[src/rtl/mem_port_arbiter_pkg.sv]
// ----------------------------------------------------------------------------
// mem_port_arbiter_pkg
// Shared constants for the instruction-fetch / data-memory port arbiter:
// controller state encodings, fixed datapath widths and the default
// starvation limit.
// ----------------------------------------------------------------------------
package mem_port_arbiter_pkg;

  // Controller state encoding
  localparam int STATE_W = 2;
  localparam logic [1:0] ST_IDLE     = 2'd0;
  localparam logic [1:0] ST_BUSY_IF  = 2'd1;
  localparam logic [1:0] ST_BUSY_DM  = 2'd2;
  localparam logic [1:0] ST_DRAIN_IF = 2'd3;

  // Instruction width returned to the fetch stage
  localparam int IF_W = 32;

  // Byte-offset bits inside one 64-bit memory word
  localparam int WORD_OFS_W = 3;

  // Default number of back-to-back data grants tolerated while a fetch waits
  localparam int STARVE_MAX_DEFAULT = 4;

endpackage

[src/rtl/mem_port_arbiter.sv]
// ----------------------------------------------------------------------------
// mem_port_arbiter
// Shares one memory port between the instruction-fetch stage and the data
// memory stage. Data accesses normally win; a starvation counter forces a
// fetch grant after STARVE_MAX consecutive data grants. Exactly one memory
// transaction is outstanding at a time.
//
// Ports
//   clk, rst                 clock (rising edge), async active-high reset
//   if_req, if_addr          fetch request and byte address
//   if_valid, if_rdata       one-cycle fetch completion pulse and instruction
//   dm_req, dm_we, dm_addr,
//   dm_wdata                 data load/store request
//   dm_valid, dm_rdata       one-cycle data completion pulse and load data
//   flush                    discard pending / in-flight fetch
//   mem_req, mem_we,
//   mem_addr, mem_wdata      registered request to the shared memory port
//   mem_ready, mem_rdata     memory completion and read data
//   stall_if, stall_mem      pipeline hold requests
// ----------------------------------------------------------------------------
module mem_port_arbiter
  import mem_port_arbiter_pkg::*;
#(
  parameter int ADDR_W     = 32,
  parameter int DATA_W     = 64,
  parameter int STARVE_MAX = STARVE_MAX_DEFAULT
) (
  input  logic              clk,
  input  logic              rst,
  input  logic              if_req,
  input  logic [ADDR_W-1:0] if_addr,
  output logic              if_valid,
  output logic [IF_W-1:0]   if_rdata,
  input  logic              dm_req,
  input  logic              dm_we,
  input  logic [ADDR_W-1:0] dm_addr,
  input  logic [DATA_W-1:0] dm_wdata,
  output logic              dm_valid,
  output logic [DATA_W-1:0] dm_rdata,
  input  logic              flush,
  output logic              mem_req,
  output logic              mem_we,
  output logic [ADDR_W-1:0] mem_addr,
  output logic [DATA_W-1:0] mem_wdata,
  input  logic              mem_ready,
  input  logic [DATA_W-1:0] mem_rdata,
  output logic              stall_if,
  output logic              stall_mem
);

  localparam int CNT_W = $clog2(STARVE_MAX + 1);
  localparam logic [CNT_W-1:0] CNT_MAX = CNT_W'(STARVE_MAX);

  // Memory is accessed in whole 64-bit words
  function automatic logic [ADDR_W-1:0] word_align(input logic [ADDR_W-1:0] a);
    return {a[ADDR_W-1:WORD_OFS_W], {WORD_OFS_W{1'b0}}};
  endfunction

  logic [STATE_W-1:0] state_q, state_d;
  logic [CNT_W-1:0]   starve_q, starve_d;
  logic               mem_req_q, mem_req_d;
  logic               mem_we_q, mem_we_d;
  logic [ADDR_W-1:0]  mem_addr_q, mem_addr_d;
  logic [DATA_W-1:0]  mem_wdata_q, mem_wdata_d;
  logic               hi_sel_q, hi_sel_d;
  logic               if_valid_q, if_valid_d;
  logic [IF_W-1:0]    if_rdata_q, if_rdata_d;
  logic               dm_valid_q, dm_valid_d;
  logic [DATA_W-1:0]  dm_rdata_q, dm_rdata_d;

  logic fetch_ok;
  logic can_grant;
  logic grant_if;
  logic grant_dm;
  logic unused_addr_bits;

  // Sub-word address bits never reach the memory port
  assign unused_addr_bits = ^{if_addr[1:0], dm_addr[WORD_OFS_W-1:0]};

  // A flushed fetch is not eligible in the cycle the flush is seen
  assign fetch_ok = if_req & ~flush;

  // No new grant while a completion pulse is being presented
  assign can_grant = (state_q == ST_IDLE) & ~if_valid_q & ~dm_valid_q;

  always_comb begin
    grant_if = 1'b0;
    grant_dm = 1'b0;
    if (can_grant) begin
      if (fetch_ok && (!dm_req || (starve_q == CNT_MAX))) begin
        grant_if = 1'b1;
      end else if (dm_req) begin
        grant_dm = 1'b1;
      end
    end
  end

  // Starvation counter: counts data grants that overtook a waiting fetch
  always_comb begin
    starve_d = starve_q;
    if (!if_req || grant_if) begin
      starve_d = '0;
    end else if (grant_dm && (starve_q != CNT_MAX)) begin
      starve_d = starve_q + CNT_W'(1);
    end
  end

  always_comb begin
    state_d     = state_q;
    mem_req_d   = mem_req_q;
    mem_we_d    = mem_we_q;
    mem_addr_d  = mem_addr_q;
    mem_wdata_d = mem_wdata_q;
    hi_sel_d    = hi_sel_q;
    if_valid_d  = 1'b0;
    if_rdata_d  = if_rdata_q;
    dm_valid_d  = 1'b0;
    dm_rdata_d  = dm_rdata_q;

    case (state_q)
      ST_IDLE: begin
        // mem_ready arriving here belongs to an abandoned transaction
        if (grant_if) begin
          state_d    = ST_BUSY_IF;
          mem_req_d  = 1'b1;
          mem_we_d   = 1'b0;
          mem_addr_d = word_align(if_addr);
          hi_sel_d   = if_addr[WORD_OFS_W-1];
        end else if (grant_dm) begin
          state_d     = ST_BUSY_DM;
          mem_req_d   = 1'b1;
          mem_we_d    = dm_we;
          mem_addr_d  = word_align(dm_addr);
          mem_wdata_d = dm_wdata;
        end
      end

      ST_BUSY_IF: begin
        if (mem_ready) begin
          state_d   = ST_IDLE;
          mem_req_d = 1'b0;
          // A flush coinciding with completion still discards the word
          if (!flush) begin
            if_valid_d = 1'b1;
            if_rdata_d = hi_sel_q ? mem_rdata[2*IF_W-1:IF_W] : mem_rdata[IF_W-1:0];
          end
        end else if (flush) begin
          state_d = ST_DRAIN_IF;
        end
      end

      ST_BUSY_DM: begin
        if (mem_ready) begin
          state_d    = ST_IDLE;
          mem_req_d  = 1'b0;
          dm_valid_d = 1'b1;
          dm_rdata_d = mem_rdata;
        end
      end

      ST_DRAIN_IF: begin
        // The memory still owes a response; swallow it silently
        if (mem_ready) begin
          state_d   = ST_IDLE;
          mem_req_d = 1'b0;
        end
      end

      default: begin
        state_d   = ST_IDLE;
        mem_req_d = 1'b0;
      end
    endcase
  end

  always_ff @(posedge clk or posedge rst) begin
    if (rst) begin
      state_q     <= ST_IDLE;
      starve_q    <= '0;
      mem_req_q   <= 1'b0;
      mem_we_q    <= 1'b0;
      mem_addr_q  <= '0;
      mem_wdata_q <= '0;
      hi_sel_q    <= 1'b0;
      if_valid_q  <= 1'b0;
      if_rdata_q  <= '0;
      dm_valid_q  <= 1'b0;
      dm_rdata_q  <= '0;
    end else begin
      state_q     <= state_d;
      starve_q    <= starve_d;
      mem_req_q   <= mem_req_d;
      mem_we_q    <= mem_we_d;
      mem_addr_q  <= mem_addr_d;
      mem_wdata_q <= mem_wdata_d;
      hi_sel_q    <= hi_sel_d;
      if_valid_q  <= if_valid_d;
      if_rdata_q  <= if_rdata_d;
      dm_valid_q  <= dm_valid_d;
      dm_rdata_q  <= dm_rdata_d;
    end
  end

  assign mem_req   = mem_req_q;
  assign mem_we    = mem_we_q;
  assign mem_addr  = mem_addr_q;
  assign mem_wdata = mem_wdata_q;
  assign if_valid  = if_valid_q;
  assign if_rdata  = if_rdata_q;
  assign dm_valid  = dm_valid_q;
  assign dm_rdata  = dm_rdata_q;

  assign stall_if  = if_req & ~if_valid_q;
  assign stall_mem = dm_req & ~dm_valid_q;

endmodule

[config.mk]
export PLATFORM = sky130hd
export DESIGN_NAME = mem_port_arbiter
export DESIGN_NICKNAME = d
export VERILOG_FILES = /design/src/rtl/mem_port_arbiter_pkg.sv /design/src/rtl/mem_port_arbiter.sv
export SDC_FILE = /design/constraint.sdc
export NUM_CORES = 1
export LEC_CHECK = 0
export ABC_CLOCK_PERIOD_IN_PS = 8300
export CAP_MARGIN = 30
export CORE_MARGIN = 5
export CORE_UTILIZATION = 43
export CTS_BUF_LIST = sky130_fd_sc_hd__clkbuf_4
export DETAILED_ROUTE_END_ITERATION = 8
export PLACE_DENSITY_LB_ADDON = 0.12
export SYNTH_ARGS = -nofsm -noshare
export SYNTH_HDL_FRONTEND = slang
export SYNTH_SLANG_ARGS = --single-unit
[constraint.sdc]
create_clock -name clk -period 8.3 [get_ports clk]
set_input_delay 1.66 -clock clk [delete_from_list [all_inputs] [get_ports clk]]
set_output_delay 1.66 -clock clk [all_outputs]
set_load 0.05 [all_outputs]
-- Word-level counts from Yosys, hierarchy flattened
Index checks and enable logic that the tools add are counted.
- bits of input ports: 199
- output and inout bits: 198
- logic and storage cells: 75
- flip-flop bits (word level): 202
- bitwise gates (word level): 9
- equality and inequality tests: 9
- reductions and logical operators: 18
- add/sub/neg operators: 1
- muxes and demuxes: 27
- operators by type and width (kind ; count):
    32-bit two-way mux ; 3
    1-bit two-way mux ; 15
    2-bit two-way mux ; 5
    3-bit != test (second input constant) ; 3
    3-bit AND reduction ; 3
    2-bit AND reduction ; 4
    3-bit two-way mux ; 2
    2-bit one-hot mux with 3 select lines ; 1
    1-bit bitwise AND ; 5
    2-bit == test (second input constant) ; 2
    2-bit by 1-bit != test with 1-bit output (second input constant) ; 2
    1-bit NOT ; 4
    2-bit nonzero test ; 2
    3-bit by 1-bit adder with 3-bit output (second input constant) ; 1
    3-bit == test (second input constant) ; 1
    3-bit OR reduction ; 1
    2-bit by 1-bit == test with 1-bit output (second input constant) ; 1
    1-bit logical AND ; 2
    1-bit logical NOT ; 2
    2-bit logical NOT ; 1
    1-bit logical OR ; 2
    1-bit one-hot mux with 2 select lines ; 1
    2-bit OR reduction ; 1

-- Logic depth before layout (Yosys ltp)
Gate-level depths: netlist of run 1.
- depth in word-level cells: 8
- gate-level depth with buffers: 7
- depth with buffers taken out: 5

-- Least setup slack after synthesis of run 1
OpenSTA, ideal clock, no wires.
- path kind: input -> output
- start point: in dm_req
- end point: out stall_mem
- path slack: 3.907 ns
- buffers on the path: 2
- data required time: 6.640 ns
- cell stages on the path: 4
- arrival time: 2.733 ns
- cells stage by stage: buf_2 > inv_1 > clkbuf_1 > nor2_1
- cells in the longest elaborated chain, start to end: 1
- ends and longest elaborated chain (what ; line ; RTL):
    from (decl) ; mem_port_arbiter.sv:34 ; input logic dm_req,
    1-bit bitwise AND ; mem_port_arbiter.sv:214 ; assign stall_mem = dm_req & ~dm_valid_q;
    to (decl) ; mem_port_arbiter.sv:48 ; output logic stall_mem
Every way passes these cells.

-- Worst setup path after layout of run 1
Same ends and word-level chain as after synthesis.

==> reports/metrics.cfg, run 1 <==
[outcome]
status=completed

[clock_tree]
htreeDepth=4
cts_tree=built
post_cts_buffers=0
cts_root_buffer=clkbuf_4
cts_resized=0
clk_pin_slew_ns=0.15
cts_buffer_depth=2
insertion_delay_ns=0.59
cts_hold_buffers=0
cts_buffers=17
clock_sinks=199

[route]
wl_per_cell_um=20.2
via_per_inst=5.14
dr_total_vias=6807
wirelength_um=26800
drt_first_pass_iters=4
drc=0
postRouteAntennaNets=0
dr.first_iter.drc_count=317

[yosys]
synth_top_area_cell=dfrtp_1
seq_area_frac_synth=0.566
yosys.cell_types.count=38
synth_seq_cells=199
synth_area_leaders=dfrtp_1 (57%), mux2_2 (10%), mux2_4 (8.4%), mux2i_1 (3.6%), a221oi_1 (2.9%)
syn_inst=674
yosys.area.top_type_share=0.566
syn_area_mm2=0.00879
yosysWarnings=0
avgSynthCellArea_um2=13.0

[run]
drv_cap=0

[global_routing]
grt_pass1_vias=7084
antenna_found_initial=4
grt_usage=0.226
grt_pass1_wl_um=41600
globalRoute.totalOverflow=0
grt_max_degree=93

[sta]
fin_skew_ns=0.0372
setup_viol=0
grt_setup_unrepaired=no
finalCriticalPeriod_ns=5.29
max_freq_mhz=189
worstMarginPinSlew_ns=0.899
fin_tns_setup_ns=0
drv_slew=0
holdWs_ns=0.521
slew_headroom=0.401
finalHoldViolations=0
post-route-period-util=0.637

[floorplan]
fp.coreArea_mm2=0.0202
dieWidth_um=153
boundaryPins=397
fp-row-count=52
dieArea_mm2=0.0234
start_util=0.436
die_h_um=153

[layout]
final_cell_mix=clkdlybuf4s50_1 (388), dfrtp_1 (198), mux2_2 (80)
layout-drive-gt1-share=0.176
instances_no_fill=1324
area_growth_syn_to_layout_pct=50.7
nNetsFinal=1240
final_common_cell=clkdlybuf4s50_1

[setup_path]
worstReg2RegEnd=mem_wdata[56]
path_max_fanout=30
cp-end-kind=output port
crit-reg2reg-launch=starve_q[0]
cp.required_ns=6.64
crit_type=in -> out
worstPathArrival_ns=3.63
r2r_cells=7
cp-start-kind=input port
reg2reg_slack_ns=6.01

[min_path]
min_path_cells=1
whs_endpoint=mem_we
worstHoldStart=mem_we
hold_class=reg -> reg

[power]
p_per_area_mw_per_mm2=454
ir_drop_uv=269
power.total_mw=6.02
power_leakage_nw=5.86

[placement]
io_buffers=388
gp_congestion=0.764
dp.cells=1290
hpwl_um=19300

-- synth_stat cells --
master and instances:
nor3_2 1, nor2_1 37, nand4_1 1, conb_1 1
a21oi_1 37, and3b_1 29, o21ai_0 31, dfrtp_1 199
a311oi_1 1, mux2i_1 32, o211ai_2 1, a21boi_2 1
o21ai_1 1, ha_1 2, or4_1 1, a22oi_1 29
a31oi_1 1, buf_2 16, a21o_1 1, o32ai_1 1
buf_4 3, o22ai_1 1, nand2_1 4, a221oi_1 29
nand3b_1 1, a21bo_2 1, o2bb2ai_1 1, inv_1 37
nand2b_1 2, nor2b_1 1, mux2_2 80, buf_1 5
nor3b_1 1, mux2_4 49, nor4_4 1, buf_6 6
clkbuf_1 28, nor4bb_1 1
-- cell families after synthesis --
group,synth area share
muxes,0.223
AOI/OAI and AO/OA,0.102
and+or+nand+nor,0.0565
buffers and inverters,0.0492
DFF,0.566
adders and majority gates,0.00285
other,0.000427
-- sequential cells by signal (all words and copies together), names as in the netlist --
signal,cells
mem_req,1
starve_q,3
dm_rdata,64
mem_wdata,64
dm_valid,1
state_q,2
if_rdata,32
mem_addr,29
mem_we,1
if_valid,1
hi_sel_q,1
-- cell type report --
class	count	area (µm²)
fillers	1605	6920
flip-flops and latches	199	4980
repair buffers	402	4070
multi-input cells	382	3420
well taps	270	338
clock inverters	15	163
inverters	37	146
clock buffers	17	128
diodes	2	5.00
-- worst max-delay path, stage by stage --
cell	delay, ns
clkdlybuf4s50_1	0.70
inv_1	0.08
buf_4	0.25
nor2_1	0.12
clkdlybuf4s50_1	0.81
-- metrics by stage --
step                      area (µm²)  setup slack, ns   util
after detailed placement       13000             3.01  0.642
final                          13300             3.01  0.657
after global routing           13300             2.92  0.657
after global placement         12800             3.02  0.636
after floorplan                 8800             1.21      -
after CTS                      13200             3.00  0.657
-- power by group --
| group | switching, mW | leakage, nW | total [mW] | internal (mW) |
|---|---|---|---|---|
| Clock | 0.384 | 0.153 | 0.522 | 0.138 |
| Combinational | 2.38 | 3.38 | 3.78 | 1.40 |
| Sequential | 0.274 | 2.33 | 1.71 | 1.44 |
| Total | 3.04 | 5.86 | 6.02 | 2.98 |
-- worst max path at each step --
stage / startpoint / to / slack [ns] / cells past startpoint
2_1_floorplan: rst / dm_rdata[0] / 1.21 / 1
3_3_place_gp: dm_req / stall_mem / 3.02 / 5
3_5_place_dp: dm_req / stall_mem / 3.01 / 5
4_1_cts: dm_req / stall_mem / 3.00 / 5
5_1_grt: dm_req / stall_mem / 2.92 / 5
6_report: dm_req / stall_mem / 3.01 / 5
-- per-layer routing --
| metal | share of wire | global-route usage |
|---|---|---|
| met1 | 0.38 | 0.273 |
| met3 | 0.10 | 0.0905 |
| met4 | 0.025 | 0.0700 |
| met2 | 0.49 | 0.373 |
| met5 | 0.00093 | 0 |
Power figures use the tool's default switching activity.
==> run 2, diff against run 1 <==
--- a/config.mk
+++ b/config.mk
@@ -5,7 +5,7 @@
 export SDC_FILE = /design/constraint.sdc
 export NUM_CORES = 1
 export LEC_CHECK = 0
-export ABC_CLOCK_PERIOD_IN_PS = 8300
+export ABC_CLOCK_PERIOD_IN_PS = 5150
 export CAP_MARGIN = 30
 export CORE_MARGIN = 5
 export CORE_UTILIZATION = 43
==> constraint.sdc (replaced) <==
create_clock -name clk -period 5.15 [get_ports clk]
set_input_delay 1.03 -clock clk [delete_from_list [all_inputs] [get_ports clk]]
set_output_delay 1.03 -clock clk [all_outputs]
set_load 0.05 [all_outputs]
==> reports/metrics.cfg, run 2 (synthesis results as in run 1) <==
[clock_tree]
clock_sinks=199  ; unchanged
cts_resized=0  ; unchanged
cts_buffers=17  ; unchanged
htreeDepth=4  ; unchanged
cts_hold_buffers=0  ; unchanged
clk_pin_slew_ns=0.14  ; was 0.15 ns
cts_tree=built  ; unchanged
insertion_delay_ns=0.58  ; was 0.59 ns
post_cts_buffers=0  ; unchanged
cts_buffer_depth=2  ; unchanged
cts_root_buffer=clkbuf_4  ; unchanged

[power]
intPower_mw=4.83  ; was 2.98 mW
p_seq_frac=0.286  ; was 0.285
clkPwrFrac=0.085  ; was 0.087
combPwrFrac=0.629  ; about the same
ir_drop_uv=423  ; was 269 µV
power_leakage_nw=5.84  ; was 5.86 nW
p_per_area_mw_per_mm2=731  ; was 454 mW/mm²
net-switching-power_mw=4.83  ; was 3.04 mW
switching_share=0.500  ; was 0.505

[route]
postRouteAntennaNets=0  ; unchanged
drt_first_pass_iters=5  ; was 4
via_per_inst=5.05  ; was 5.14
dr.first_iter.drc_count=325  ; was 317
drc=0  ; unchanged
wirelength_um=26300  ; was 26800 µm
dr_total_vias=6681  ; was 6807
wl_per_cell_um=19.9  ; was 20.2 µm

[sta]
post-route-period-util=0.749
worstMarginPinSlew_ns=0.900  ; was 0.899 ns
setup_viol=0  ; unchanged
fin_tns_setup_ns=0  ; unchanged
drv_slew=0  ; unchanged
grt_setup_unrepaired=no  ; unchanged
max_freq_mhz=259
finalCriticalPeriod_ns=3.86
finalHoldViolations=0  ; unchanged
slew_headroom=0.400  ; was 0.401
fin_skew_ns=0.0374  ; was 0.0372 ns

[layout]
layout-drive-gt1-share=0.175  ; was 0.176
nNetsFinal=1241  ; was 1240
post-route-util=0.655  ; was 0.657
final_cell_mix=clkdlybuf4s50_1 (388), dfrtp_1 (198), mux2_2 (80)  ; unchanged
area_growth_syn_to_layout_pct=50.3  ; was 50.7%
final_common_cell=clkdlybuf4s50_1  ; unchanged

[floorplan]
boundaryPins=397  ; unchanged
fp-row-count=52  ; unchanged
start_util=0.436  ; unchanged
dieWidth_um=153  ; unchanged
die_h_um=153  ; unchanged
dieArea_mm2=0.0234  ; unchanged
fp.coreArea_mm2=0.0202  ; unchanged

[global_routing]
globalRoute.totalOverflow=0  ; unchanged
antenna_found_initial=2  ; was 4
grt_pass1_vias=6941  ; was 7084
grt_pass1_wl_um=40900  ; was 41600 µm
grt_usage=0.220  ; was 0.226
grt_max_degree=101  ; was 93

[min_path]
hold_class=reg -> reg  ; unchanged
min_path_cells=1  ; unchanged

[placement]
gp_congestion=0.808  ; was 0.764
hpwl_um=19000  ; was 19300 µm
io_buffers=388  ; unchanged

[setup_path]
cp.required_ns=4.12  ; was 6.64 ns
reg2reg_slack_ns=2.76  ; was 6.01 ns
r2r_cells=6  ; was 7
cp_slowest_cell=clkdlybuf4s50_1  ; unchanged
cp-start-kind=input port  ; unchanged
path_cells=clkdlybuf4s50_1 > inv_1 > nor2_1 > clkdlybuf4s50_1  ; was clkdlybuf4s50_1 > inv_1 > buf_4 > nor2_1 > clkdlybuf4s50_1
path_max_fanout=10  ; was 30
worstPathArrival_ns=2.83  ; was 3.63 ns
crit_type=in -> out  ; unchanged
critPathBufInv=3  ; was 4
cp_num_cells=4  ; was 5
path_delay_family=buffers and inverters  ; unchanged
cp-end-kind=output port  ; unchanged
crit_top_cell=clkdlybuf4s50_1  ; unchanged
slowest_delay_ns=0.81  ; about the same

[run]
drv_cap=0  ; unchanged

[outcome]
status=completed  ; unchanged

-- run 2: cell types whose count changed in the layout (fill, tap and decap cells not counted), sizes merged --
cell,delta
inv,-3
clkinvlp,+2
buf,+1
bufinv,+1
clkinv,-1
-- run 2: cell type report --
class,instances,area [µm²]
Multi-Input combinational cell,382,3420
Antenna cell,2,5.00
Sequential cell,199,4980
Fill cell,1593,6960
Clock inverter,14,148
Timing Repair Buffer,403,4050
Clock buffer,17,128
Tap cell,270,338
Inverter,37,143
-- run 2: path summary, 6_finish.rpt --
path | startpoint | endpoint
max | dm_req | stall_mem
min reg2reg | mem_we | mem_we
max reg2reg | starve_q[0] | mem_wdata[54]
min | mem_we | mem_we
min in group asynchronous | rst | mem_wdata[6]
max in group asynchronous | rst | mem_wdata[5]
-- run 2: per-stage QoR --
| step | setup slack (ns) | hold slack, ns | std cells | instance area [µm²] | power, mW |
|---|---|---|---|---|---|
| after floorplan | 1.55 | 0.504 | 676 | 8800 | 6.76 |
| after global placement | 1.31 | 0.485 | 1289 | 12900 | 8.83 |
| after detailed placement | 1.31 | 0.488 | 1291 | 12900 | 8.91 |
| after CTS | 1.30 | 0.522 | 1322 | 13200 | 9.76 |
| after global routing | 1.24 | 0.536 | 1324 | 13200 | 10.1 |
| final | 1.29 | 0.516 | 1324 | 13200 | 9.66 |
-- run 2: worst reg2reg max path: cells and delay by family, from the launching register on --
kind	cells	cell delay (ns)
multiplexers	1	0.37
flip-flops	1	0.43
buffers and inverters	2	0.49
adder cells (fa/ha/maj)	1	0.23
AO/OA/AOI/OAI	2	0.80
-- run 2: layer usage --
layer,vias up,global-route usage,wire [µm]
met2,261,0.374,13200
li1,3134,-,-
met5,-,0,0
met3,21,0.0876,2360
met1,3265,0.264,10400
met4,0,0.0530,333
-- run 2: power groups by stage --
stage                     Combinational [mW]  Sequential (mW)  Clock [mW]
after CTS                               6.14             2.77       0.862
after floorplan                         1.31             5.45           0
final                                   6.08             2.76       0.823
after detailed placement                6.12             2.79           0
after global placement                  6.02             2.80           0
after global routing                    6.31             2.87       0.926
